==> src/rtl/vc_muldiv_pkg.sv <==
// Shared encodings for the iterative multiply/divide unit: op codes and FSM states.
// No logic here; no latency and no flow control.
package vc_muldiv_pkg;

  typedef enum logic [1:0] {
    VC_MULDIV_OP_MUL  = 2'b00,
    VC_MULDIV_OP_DIVU = 2'b01,
    VC_MULDIV_OP_REMU = 2'b10,
    VC_MULDIV_OP_RSVD = 2'b11
  } muldiv_op_e;

  typedef enum logic [1:0] {
    IDLE = 2'd0,
    CALC = 2'd1,
    DONE = 2'd2
  } muldiv_state_e;

endpackage

==> src/rtl/vc_Subtractor.sv <==
// Combinational two's-complement subtractor, out = in0 - in1 modulo 2^p_nbits.
// Zero latency; no flow control.
module vc_Subtractor #(
  parameter int p_nbits = 32
) (
  input  logic [p_nbits-1:0] in0,
  input  logic [p_nbits-1:0] in1,
  output logic [p_nbits-1:0] out
);

  assign out = in0 - in1;

endmodule

==> src/rtl/vc_iter_muldiv_dpath.sv <==
// Operand, accumulator and remainder registers for one radix-2 step per cycle.
// One iteration per asserted step; no flow control, sequencing comes from the FSM.
module vc_iter_muldiv_dpath
  import vc_muldiv_pkg::*;
#(
  parameter int p_nbits = 32
) (
  input  logic               clk,
  input  logic               reset,
  input  logic               load,
  input  logic               step,
  input  muldiv_op_e         op,
  input  logic [p_nbits-1:0] a_in,
  input  logic [p_nbits-1:0] b_in,
  output logic [p_nbits-1:0] result,
  output logic               borrow
);

  // a_reg: multiplicand for MUL, dividend/quotient shift register for DIV.
  // b_reg: multiplier for MUL, divisor for DIV.  acc_reg: product or remainder.
  logic [p_nbits-1:0] a_reg;
  logic [p_nbits-1:0] b_reg;
  logic [p_nbits-1:0] acc_reg;

  logic [p_nbits-1:0] mul_sum;
  logic [p_nbits:0]   rem_sh;
  logic [p_nbits:0]   diff;

  assign mul_sum = acc_reg + a_reg;
  assign rem_sh  = {acc_reg, a_reg[p_nbits-1]};

  vc_Subtractor #(.p_nbits(p_nbits+1)) sub (
    .in0 (rem_sh),
    .in1 ({1'b0, b_reg}),
    .out (diff)
  );

  // A set top bit in the shifted remainder already exceeds any divisor.
  assign borrow = ~rem_sh[p_nbits] & diff[p_nbits];

  always_ff @(posedge clk or negedge reset) begin
    if (!reset) begin
      a_reg   <= '0;
      b_reg   <= '0;
      acc_reg <= '0;
    end else if (load) begin
      a_reg   <= a_in;
      b_reg   <= b_in;
      acc_reg <= '0;
    end else if (step) begin
      case (op)
        VC_MULDIV_OP_MUL: begin
          if (b_reg[0]) acc_reg <= mul_sum;
          a_reg <= a_reg << 1;
          b_reg <= b_reg >> 1;
        end
        VC_MULDIV_OP_DIVU, VC_MULDIV_OP_REMU: begin
          a_reg   <= {a_reg[p_nbits-2:0], ~borrow};
          acc_reg <= borrow ? rem_sh[p_nbits-1:0] : diff[p_nbits-1:0];
        end
        default: begin
          a_reg <= a_reg;
        end
      endcase
    end
  end

  always_comb begin
    result = '0;
    case (op)
      VC_MULDIV_OP_MUL:  result = acc_reg;
      VC_MULDIV_OP_DIVU: result = a_reg;
      VC_MULDIV_OP_REMU: result = acc_reg;
      default:           result = '0;
    endcase
  end

endmodule

==> src/rtl/vc_iter_muldiv_unit.sv <==
// Iterative MUL/DIVU/REMU with domain tag; fixed p_nbits-cycle CALC, response p_nbits edges after accept.
// One op in flight: req_rdy only in IDLE; response held in DONE until resp_rdy.
module vc_iter_muldiv_unit
  import vc_muldiv_pkg::*;
#(
  parameter int p_nbits = 32
) (
  input  logic               clk,
  input  logic               reset,
  input  logic               req_val,
  output logic               req_rdy,
  input  logic [1:0]         req_op,
  input  logic [p_nbits-1:0] req_a,
  input  logic [p_nbits-1:0] req_b,
  input  logic               req_domain,
  output logic               resp_val,
  input  logic               resp_rdy,
  output logic [p_nbits-1:0] resp_result,
  output logic               resp_domain
);

  localparam int p_cnt_nbits = $clog2(p_nbits) + 1;
  localparam logic [p_cnt_nbits-1:0] CNT_INIT = p_cnt_nbits'(p_nbits);
  localparam logic [p_cnt_nbits-1:0] CNT_ONE  = p_cnt_nbits'(1);

  muldiv_state_e            state;
  muldiv_state_e            state_next;
  logic [p_cnt_nbits-1:0]   cnt;
  logic [p_cnt_nbits-1:0]   cnt_next;
  muldiv_op_e               op_reg;
  logic                     dom_reg;
  logic                     load;
  logic                     step;
  logic [p_nbits-1:0]       dp_result;
  logic                     unused_borrow;

  always_ff @(posedge clk or negedge reset) begin
    if (!reset) begin
      state   <= IDLE;
      cnt     <= '0;
      op_reg  <= VC_MULDIV_OP_MUL;
      dom_reg <= 1'b0;
    end else begin
      state <= state_next;
      cnt   <= cnt_next;
      if (load) begin
        op_reg  <= muldiv_op_e'(req_op);
        dom_reg <= req_domain;
      end
    end
  end

  // Counter never short-circuits: every op spends exactly p_nbits cycles in CALC.
  always_comb begin
    state_next = state;
    cnt_next   = cnt;
    load       = 1'b0;
    step       = 1'b0;
    req_rdy    = (state == IDLE);
    resp_val   = (state == DONE);
    case (state)
      IDLE: begin
        if (req_val) begin
          load       = 1'b1;
          cnt_next   = CNT_INIT;
          state_next = CALC;
        end
      end
      CALC: begin
        step     = 1'b1;
        cnt_next = cnt - CNT_ONE;
        if (cnt == CNT_ONE) state_next = DONE;
      end
      DONE: begin
        if (resp_rdy) state_next = IDLE;
      end
      default: begin
        state_next = IDLE;
      end
    endcase
  end

  vc_iter_muldiv_dpath #(.p_nbits(p_nbits)) dpath (
    .clk    (clk),
    .reset  (reset),
    .load   (load),
    .step   (step),
    .op     (op_reg),
    .a_in   (req_a),
    .b_in   (req_b),
    .result (dp_result),
    .borrow (unused_borrow)
  );

  // Intermediate register contents never leave the unit before completion.
  assign resp_result = (state == DONE) ? dp_result : '0;
  assign resp_domain = dom_reg;

endmodule

==> config.mk <==
export PLATFORM = sky130hd
export DESIGN_NAME = vc_iter_muldiv_unit
export DESIGN_NICKNAME = d
export VERILOG_FILES = /design/src/rtl/vc_muldiv_pkg.sv /design/src/rtl/vc_Subtractor.sv /design/src/rtl/vc_iter_muldiv_dpath.sv /design/src/rtl/vc_iter_muldiv_unit.sv
export SDC_FILE = /design/constraint.sdc
export NUM_CORES = 1
export LEC_CHECK = 0
export ABC_CLOCK_PERIOD_IN_PS = 4100
export CAP_MARGIN = 15
export CORE_MARGIN = 4
export CORE_UTILIZATION = 30
export DETAILED_ROUTE_END_ITERATION = 8
export GPL_TIMING_DRIVEN = 0
export PLACE_DENSITY = 0.51
export SYNTH_ARGS = -nofsm -noshare
export SYNTH_HDL_FRONTEND = slang
export SYNTH_SLANG_ARGS = --single-unit
==> constraint.sdc <==
create_clock -name clk -period 4.1 [get_ports clk]
set_input_delay 0.82 -clock clk [delete_from_list [all_inputs] [get_ports clk]]
set_output_delay 0.82 -clock clk [all_outputs]
set_load 0.005 [all_outputs]
==> results.sh <==
export IMPL_outcome="finished clean"
export IMPL_antenna_found_initial=0
export IMPL_cts_tree="built"
export IMPL_gp_congestion=0.9204
export IMPL_clock_sinks=107
export IMPL_dpl_hpwl_um=23030
export IMPL_rsz0062_at_grt="no"
export IMPL_slew_viol_final=0
export IMPL_cts_max_level=3
export IMPL_m1WireLength_um=14320
export IMPL_ys_ff_latch=107
export IMPL_max_cap_violations=0
export IMPL_start_util=0.3034
export IMPL_area_growth_pct=21.29
export IMPL_first_pass_iters=5
export IMPL_synthesis_area_um2=8710
export IMPL_io_buffers=105
export IMPL_critPathMaxFanout=10
export IMPL_post_synth_top_count_cell="nor2_1"
export IMPL_cp_top_family="compound AO/OA/AOI/OAI gates"
export IMPL_diodes=0
export IMPL_yosys_warnings=0
export IMPL_ys_types=73
export IMPL_synthFlopType="dfrtp_1"
export IMPL_async_reset_ff_frac=1.000
export IMPL_syn_nets=1230
export IMPL_ios=106
export IMPL_grt_pass1_wl_um=47000
export IMPL_synthDominantCellAreaShare=0.3074
export IMPL_clk_pin_slew_ns=0.08
export IMPL_clk_latency_ns=0.37
export IMPL_wl_um=29960
export IMPL_wl_per_cell_um=18.79
export IMPL_die_w_um=178.4
export IMPL_via_per_inst=5.279
export IMPL_yosys_area_top_type="dfrtp_1"
export IMPL_num_vias=8414
export IMPL_drive_gt1_frac=0.02975
export IMPL_worstMarginPinSlew_ns=1.128
export IMPL_ctsRootBufferMaster="clkbuf_16"
export IMPL_cp_slowest_cell="dfrtp_1"
export IMPL_drtAntennaViolNets=0
export IMPL_grt_overflow=0
export IMPL_worst_path_buf_inv=3
export IMPL_die_height_um=178.4
export IMPL_drc=0
export IMPL_critPathRequiredTime_ns=4.32
export IMPL_met2_length_um=13400
export IMPL_clockBufferDepth=2
export IMPL_critical_path_class="reg2reg"
export IMPL_fmax_ghz=0.2574
export IMPL_met3WireLength_um=1412
export IMPL_ys_seq_area_frac=0.3074
export IMPL_netlist_top_cells_count="nor2_1, nand2_1, dfrtp_1"
export IMPL_rows=62
export IMPL_hold_viol_final=0
export IMPL_synth_edf_count=0
export IMPL_reg2reg_slack_ns=0.21
export IMPL_grt_pass1_vias=8180
export IMPL_slowest_delay_ns=0.42
export IMPL_cts_resized=0
export IMPL_slew_headroom=0.2288
export IMPL_avgSynthCellArea_um2=8.005
export IMPL_top_layer="met4"
export IMPL_cp_start_kind="flip-flop"
export IMPL_fin_cells=1594
export IMPL_grt_max_degree=58
export IMPL_fp_dieArea_um2=31820
export IMPL_postCtsSetupBuffers=0
export IMPL_synth_area_leaders="dfrtp_1, ha_1, nor2_1, nand2_1, a22oi_1"
export IMPL_post_dp_cell_area_um2=10270
export IMPL_coreArea_um2=28700
export IMPL_cp_common_cell="a41oi_1"
export IMPL_worst_clock_skew_ns=0.01331
export IMPL_fin_crit_sh=0.9477
export IMPL_syn_inst=1088
export IMPL_place_inst=1578
export IMPL_min_path_type="in2async"
export IMPL_drt_iter0_markers=673
export IMPL_cp_arrival_ns=4.11
export IMPL_nNetsFinal=1347
export IMPL_fin_area_um2=10560
export IMPL_cts_buffers_inserted=9
export IMPL_endpoint_kind="flip-flop"
export IMPL_finalSetupViolCount=0
export IMPL_hold_buffers=0
export IMPL_grt_usage=0.1886
export IMPL_crit_chain="inv_1 > ha_1 > fa_1 > nor2b_1 > o31ai_4 > a311oi_2 > a41oi_1 > a21oi_2 > a21o_1 > a31o_1 > buf_2 > buf_6 > o21ai_1 > a41oi_1 > o22ai_1"
export IMPL_min_period_ns=3.885
==> through the flow <==
stage            util  setup slack, ns  TNS, ns  hold WS [ns]
3_5_place_dp   0.3578           0.2884        0        0.4678
4_1_cts        0.3680           0.2597        0        0.4199
3_3_place_gp   0.3568           -2.386  -254.06        0.4693
5_1_grt        0.3680          0.05688        0        0.4477
2_1_floorplan       -            1.063        0        0.4579
6_report       0.3680           0.2145        0        0.4018
==> area by class of cell <==
class,instances,area (um2)
flip-flops and latches,107,2678
inverters,52,195.2
multi-input cells,869,5594
plain buffers,60,242.7
clock inverters,6,65.06
repair buffers,106,1080
clock buffers,10,229.0
fillers,3066,18140
well taps,384,480.5
==> per-layer routing <==
metal / track usage / vias to the layer above
li1: - / 4155
met1: 0.2694 / 4001
met2: 0.2971 / 219
met3: 0.02374 / 39
met4: 0.05884 / 0
met5: 0 / -
==> worst paths after layout <==
| check | from | endpoint | depth (start not counted) |
|---|---|---|---|
| min reg2reg | resp_domain | resp_domain | 2 |
| max in group asynchronous | reset | dpath.b_reg[11] | 2 |
| min | reset | dpath.a_reg[3] | 1 |
| max reg2reg | dpath.a_reg[31] | dpath.acc_reg[26] | 15 |
| min in group clk | resp_domain | resp_domain | 2 |
| max | dpath.a_reg[31] | dpath.acc_reg[26] | 15 |
==> cell families (layout without fill, tap and decap cells) <==
family / count (synthesis) / in the layout / share of synthesized area
AO/OA/AOI/OAI: 367 / 367 / 0.2823
XOR/XNOR: 51 / 51 / 0.05128
adder cells (fa/ha/maj): 71 / 71 / 0.1037
buffers and inverters: 112 / 234 / 0.05028
flip-flops: 107 / 107 / 0.3074
multiplexers: 28 / 28 / 0.03218
AND/OR/NAND/NOR: 352 / 352 / 0.1728
==> worst register-to-register path, cell delays in order (launching register included) <==
cell	delay [ns]
dfrtp_1	0.42
inv_1	0.07
ha_1	0.21
fa_1	0.42
nor2b_1	0.27
o31ai_4	0.10
a311oi_2	0.41
a41oi_1	0.24
a21oi_2	0.28
a21o_1	0.23
a31o_1	0.16
buf_2	0.20
buf_6	0.21
o21ai_1	0.09
a41oi_1	0.31
o22ai_1	0.14
==> placed cells by master, fill, tap and decap left out, drive strengths merged, types with 7 or more instances in the layout <==
cell type / instances
nor2: 154
nand2: 125
dfrtp: 107
clkdlybuf4s50: 104
ha: 69
a21oi: 69
o21ai: 63
clkbuf: 62
inv: 53
a22oi: 48
a31oi: 40
o22ai: 30
a21o: 30
xnor2: 29
mux2i: 28
xor2: 22
nand2b: 13
nand3: 13
o21bai: 12
o211ai: 12
buf: 10
o21a: 9
a211oi: 9
nor2b: 7
and2: 7
and3: 7
Power is left out: the tool's default activity adds up to more than one toggle a clock period on the data nets, which glitch-free logic cannot reach.
